--- config.mk ---
export PLATFORM = sky130hd
export DESIGN_NAME = timer_set_editor
export DESIGN_NICKNAME = d
export VERILOG_FILES = /design/src/rtl/timer_set_editor.sv
export SDC_FILE = /design/constraint.sdc
export NUM_CORES = 1
export LEC_CHECK = 0
export BUFFER_PORTS_ARGS = -buffer_cell sky130_fd_sc_hd__buf_2
export CORE_MARGIN = 4
export CORE_UTILIZATION = 50
export DETAILED_ROUTE_END_ITERATION = 16
export GPL_TIMING_DRIVEN = 0
export PLACE_DENSITY = 0.67
export SETUP_SLACK_MARGIN = 0.4
export SLEW_MARGIN = 20
export SYNTH_ARGS = -nofsm -noshare
export SYNTH_HDL_FRONTEND = slang
export SYNTH_SLANG_ARGS = --single-unit
--- constraint.sdc ---
create_clock -name clk -period 6.1 [get_ports clk]
set_input_delay 0.305 -clock clk [delete_from_list [all_inputs] [get_ports clk]]
set_output_delay 0.305 -clock clk [all_outputs]
set_load 0.02 [all_outputs]
--- src/rtl/timer_set_editor.sv ---
// Button front end for the countdown timer: edits an HH:MM:SS BCD preset with
// auto-repeat and field blink, and issues one-cycle set/play/stop/reset commands.
module timer_set_editor #(
  parameter int HOLD_CYCLES   = 2500000,
  parameter int REPEAT_CYCLES = 500000,
  parameter int BLINK_CYCLES  = 1250000
) (
  input  logic       clk,
  input  logic       rst,
  input  logic       btn_mode,
  input  logic       btn_up,
  input  logic       btn_down,
  input  logic       btn_confirm,
  input  logic       btn_start_stop,
  input  logic       counting,
  input  logic       ring,
  output logic [7:0] hour_bcd,
  output logic [7:0] minute_bcd,
  output logic [7:0] second_bcd,
  output logic [1:0] field_sel,
  output logic       editing,
  output logic       blink,
  output logic       set_out,
  output logic       play_out,
  output logic       stop_out,
  output logic       reset_out
);

  localparam int RW = $clog2(HOLD_CYCLES + 1);
  localparam int BW = $clog2(BLINK_CYCLES + 1);
  localparam logic [RW-1:0] HOLD_LAST   = RW'(HOLD_CYCLES - 1);
  localparam logic [RW-1:0] HOLD_RELOAD = RW'(HOLD_CYCLES - REPEAT_CYCLES);
  localparam logic [BW-1:0] BLINK_LAST  = BW'(BLINK_CYCLES - 1);

  // Button vector order: 0 mode, 1 up, 2 down, 3 confirm, 4 start_stop.
  typedef enum logic [1:0] {IDLE = 2'd0, EDIT_H = 2'd1, EDIT_M = 2'd2, EDIT_S = 2'd3} state_t;

  state_t        state;
  logic [4:0]    btn_cur;
  logic [4:0]    btn_prev;
  logic [4:0]    press;
  logic [RW-1:0] rep_cnt;
  logic [RW-1:0] rep_cnt_next;
  logic [BW-1:0] blink_cnt;
  logic          held_one;
  logic          rep_hit;
  logic          step_up;
  logic          step_down;
  logic [7:0]    field_val;
  logic [7:0]    field_max;
  logic [7:0]    field_new;

  // Expired status needs no action here; confirm in idle already clears it.
  logic ring_unused;
  assign ring_unused = ring;

  function automatic logic [7:0] bcd_inc(input logic [7:0] v, input logic [7:0] max);
    if (v == max)              return 8'h00;
    else if (v[3:0] == 4'd9)   return {v[7:4] + 4'd1, 4'd0};
    else                       return v + 8'd1;
  endfunction

  function automatic logic [7:0] bcd_dec(input logic [7:0] v, input logic [7:0] max);
    if (v == 8'h00)            return max;
    else if (v[3:0] == 4'd0)   return {v[7:4] - 4'd1, 4'd9};
    else                       return v - 8'd1;
  endfunction

  always_comb begin
    press     = btn_cur & ~btn_prev;
    held_one  = btn_cur[1] ^ btn_cur[2];
    rep_hit   = (rep_cnt == HOLD_LAST);
    step_up   = btn_cur[1] & ~btn_cur[2] & (press[1] | rep_hit);
    step_down = btn_cur[2] & ~btn_cur[1] & (press[2] | rep_hit);
    if (!held_one || press[1] || press[2]) rep_cnt_next = '0;
    else if (rep_hit)                      rep_cnt_next = HOLD_RELOAD;
    else                                   rep_cnt_next = rep_cnt + 1'b1;
    case (state)
      EDIT_H:  begin field_val = hour_bcd;   field_max = 8'h23; end
      EDIT_M:  begin field_val = minute_bcd; field_max = 8'h59; end
      default: begin field_val = second_bcd; field_max = 8'h59; end
    endcase
    if (step_up)        field_new = bcd_inc(field_val, field_max);
    else if (step_down) field_new = bcd_dec(field_val, field_max);
    else                field_new = field_val;
  end

  assign field_sel = state;
  assign editing   = (state != IDLE);

  always_ff @(posedge clk or posedge rst) begin
    if (rst) begin
      state      <= IDLE;
      btn_cur    <= '0;
      btn_prev   <= '0;
      rep_cnt    <= '0;
      blink_cnt  <= '0;
      blink      <= 1'b0;
      hour_bcd   <= 8'h00;
      minute_bcd <= 8'h00;
      second_bcd <= 8'h10;
      set_out    <= 1'b0;
      play_out   <= 1'b0;
      stop_out   <= 1'b0;
      reset_out  <= 1'b0;
    end else begin
      btn_prev  <= btn_cur;
      btn_cur   <= {btn_start_stop, btn_confirm, btn_down, btn_up, btn_mode};
      set_out   <= 1'b0;
      play_out  <= 1'b0;
      stop_out  <= 1'b0;
      reset_out <= 1'b0;
      if (state == IDLE) begin
        rep_cnt   <= '0;
        blink_cnt <= '0;
        blink     <= 1'b0;
        if (press[3]) begin
          reset_out <= 1'b1;
        end else if (press[0] && !counting) begin
          state <= EDIT_H;
          blink <= 1'b1;
        end else if (press[4]) begin
          if (counting) stop_out <= 1'b1;
          else          play_out <= 1'b1;
        end
      end else if (counting || press[3]) begin
        // A running timer abandons the edit; confirm commits it.
        set_out   <= press[3] & ~counting;
        state     <= IDLE;
        rep_cnt   <= '0;
        blink_cnt <= '0;
        blink     <= 1'b0;
      end else begin
        if (blink_cnt == BLINK_LAST) begin
          blink     <= ~blink;
          blink_cnt <= '0;
        end else begin
          blink_cnt <= blink_cnt + 1'b1;
        end
        if (press[0]) begin
          rep_cnt <= '0;
          case (state)
            EDIT_H:  state <= EDIT_M;
            EDIT_M:  state <= EDIT_S;
            default: state <= EDIT_H;
          endcase
        end else begin
          rep_cnt <= rep_cnt_next;
          case (state)
            EDIT_H:  hour_bcd   <= field_new;
            EDIT_M:  minute_bcd <= field_new;
            default: second_bcd <= field_new;
          endcase
        end
      end
    end
  end

endmodule

==> flow_summary_export.csv <==
group,metric,value,unit
synthesis,syn_area_per_cell,9.75,µm²
grt,first_global_vias,3442,
die,die_width,103,µm
placement,dp_hpwl,7220,µm
clocking,clk_pin_slew,0.09,ns
grt,top_usage_layer,"met2",
clocking,root_buffer,"clkbuf_8",
synthesis,ys_types,57,
drt,first_iter_violations,183,
setup_path,worstPathArrival,3.55,ns
job,drv_cap,0,
synthesis,syn-num-nets,484,
synthesis,synth_area,4490,µm²
synthesis,synth_warnings,0,
final_layout,nets,537,
die,design.portCount,41,
die,initial_core_util,0.515,
final_layout,register_area,2100,µm²
setup_path,critical_path.top_delay_family,"compound AO/OA/AOI/OAI gates",
grt,grt_use_met1,0.290,
setup_path,rrSetupSlack,2.76,ns
die,core,8720,µm²
clocking,post_cts_resized,0,
clocking,cts_made_buffers,9,
sta,finalHoldViolations,0,
clocking,cts.sinks,84,
setup_path,path_class,"flop to flop",
synthesis,ys_async_sr_fraction,1.00,
setup_path,startpoint,"field_sel[1]",
clocking,clock_path_buffers,2,
hold_path,hold_path.class,"input port to flop",
grt,grt_first_pass_wirelength,17000,µm
final_layout,final_util,0.582,
sta,fin_tns_setup,0,ns
grt,antenna_found_initial,0,
setup_path,required,6.31,ns
setup_path,crit-reg2reg-launch,"field_sel[1]",
clocking,cts_tree,"done",
die,dieArea,10600,µm²
setup_path,cp-endpoint,"minute_bcd[3]",
sta,min_period,3.34,ns
drt,wl,9990,µm
placement,io_buffers,39,
final_layout,multiInputGateArea,2270,µm²
synthesis,ys.flop_type,"dfrtp_1",
grt,use_met3,0.0379,
setup_path,path_cells,"inv_1 > ha_1 > buf_2 > a22oi_1 > a21o_1 > ha_1 > clkbuf_1 > and3_1 > and3_1 > o22ai_1 > a22oi_1 > a31oi_1",
setup_path,cp-start-kind,"flop",
drt,drt-wirelength-per-cell,15.9,µm
setup_path,crit_buf_inv,3,
clocking,htreeDepth,3,
drt,via_count,3576,
die,std_cell_rows,34,
synthesis,synthTopCellsByArea,"dfrtp_1, nor2_1, xor2_1, mux2_2, ha_1",
synthesis,synth_edf_count,0,
final_layout,final_layout_size_suffix_gt1_frac,0.183,
sta,maxSlewHeadroom,0.505,
synthesis,ys_seq_elements,84,
setup_path,cpPeakStageDelay,0.41,ns
final_layout,antennaDiodeCount,0,
sta,clock_skew,0.00891,ns
drt,drt_pre_antenna_iters,5,
clocking,insertion_delay,0.36,ns
drt,vias_per_cell,5.70,
setup_path,regToRegEndpoint,"minute_bcd[3]",
grt,use_met2,0.323,
grt,grt_max_degree,61,
run_status,outcome,"finished, final reports clean",
power_and_ir_drop,powerDensity,443,nW/µm²
setup_path,worst-path-stages,12,
sta,finalSetupViolations,0,
setup_path,end_kind,"flop",
sta,timing.fmax,300,MHz
synthesis,syn_inst,461,
power_and_ir_drop,vdd_ir_drop_max,0.000151,V
setup_path,cp_slowest_cell,"dfrtp_1",
sta,period_share,0.547,
sta,worst_pin_slew,0.738,ns
grt,overflow,0,
final_layout,area_growth,12.9,%
sta,maxSlewViolCount,0,
die,die_h,103,µm
final_layout,fill_cells,792,
drt,detail-route-antenna-nets,0,
sta,rsz0062_at_grt,"no",
drt,drc,0,
synthesis,synth_top_area_frac,0.462,
synthesis,ys_seq_area_frac,0.468,
setup_path,critPathMaxFanout,10,
grt,grt_usage,0.204,
power_and_ir_drop,power_leakage,2.26,nW
setup_path,rr_worst_depth,12,
synthesis,synth_area_leader_cell,"dfrtp_1",
placement,gp_congestion,0.896,
==> layer usage <==
layer	vias up	wire (µm)
met3	16	448
met5	-	0
met4	0	156
met2	76	4680
li1	1742	-
met1	1742	4700
==> kinds of logic after synthesis <==
logic type / after synthesis / share of synthesized area
xor+xnor: 44 / 0.0858
fa+ha+maj: 14 / 0.0390
compound gates: 73 / 0.114
buf+inv: 31 / 0.0287
flops: 84 / 0.468
mux: 22 / 0.0549
simple gates: 193 / 0.210
==> registers in the layout, summed over array words and instances, names as in the netlist, 2 cells and up <==
signal / count
field_sel: 2
hour_bcd: 8
btn_cur: 5
second_bcd: 8
minute_bcd: 8
rep_cnt: 22
btn_prev: 5
blink_cnt: 21
==> final cells by class <==
type / count / area share
inverter: 16 / 0.0123
timing repair buffer: 42 / 0.0473
clock buffer: 10 / 0.0251
buffer: 15 / 0.0136
clock inverter: 6 / 0.0141
multi-input combinational: 346 / 0.446
sequential: 84 / 0.414
tap: 108 / 0.0266
==> layout by cell type (no fill, tap or decap), types with 3 or more instances in the layout <==
master,count
dfrtp_1,83
and3_1,16
a31oi_1,8
nor3b_1,3
o21ai_0,6
clkbuf_1,8
a22oi_1,7
a31o_2,3
a21oi_1,18
xnor2_1,16
inv_2,4
nand2_1,33
buf_2,43
inv_1,11
mux2i_1,3
a21o_1,6
xor2_1,28
buf_4,3
nor3_1,12
o21a_1,3
nand3_1,19
ha_1,14
o32ai_1,4
nor4b_1,3
nor2b_1,3
clkbuf_8,9
nand2b_1,5
nor4_1,6
mux2_2,18
nor2_1,69
nand4_1,12
==> repair_timing <==
item,4_1_cts,5_1_grt
hold endpoints to repair,24,0
setup buffers,0,0
hold buffers,1,0
==> report_power, final <==
part | leakage (nW) | switching (mW) | internal (mW)
registers | 1.11 | 0.0648 | 0.642
logic | 1.05 | 0.729 | 0.401
clock network | 0.0935 | 0.218 | 0.193
==> Yosys cell counts, types with 8 or more instances <==
| master | n |
|---|---|
| dfrtp_1 | 83 |
| nor2_1 | 69 |
| nand2_1 | 33 |
| xor2_1 | 28 |
| nand3_1 | 19 |
| a21oi_1 | 18 |
| mux2_2 | 18 |
| and3_1 | 16 |
| xnor2_1 | 16 |
| ha_1 | 14 |
| nor3_1 | 13 |
| inv_1 | 12 |
| nand4_1 | 12 |
| a31oi_1 | 8 |
==> worst min-delay path by stage <==
| stage | from | end | depth (start not counted) |
|---|---|---|---|
| floorplan | btn_mode | btn_cur[0] | 0 |
| global placement | btn_cur[4] | btn_prev[4] | 0 |
| detailed placement | rst | btn_cur[4] | 2 |
| CTS | btn_mode | btn_cur[0] | 1 |
| global route | btn_mode | btn_cur[0] | 1 |
| finish | btn_mode | btn_cur[0] | 1 |
==> per-stage QoR <==
stage | power [mW] | hold WS [ns] | instance area, µm² | worst slack (ns) | cells
6_report | 2.25 | 0.0422 | 5070 | 2.76 | 627
5_1_grt | 2.42 | 0.0258 | 5070 | 2.50 | 627
4_1_cts | 2.26 | 0.0331 | 5070 | 2.83 | 627
3_5_place_dp | 1.84 | 0.304 | 4870 | 2.85 | 610
3_3_place_gp | 1.83 | 0.361 | 4820 | 2.70 | 608
2_1_floorplan | 1.53 | 0.336 | 4490 | 3.28 | 461
No activity file was read; power rests on OpenSTA's default activity.
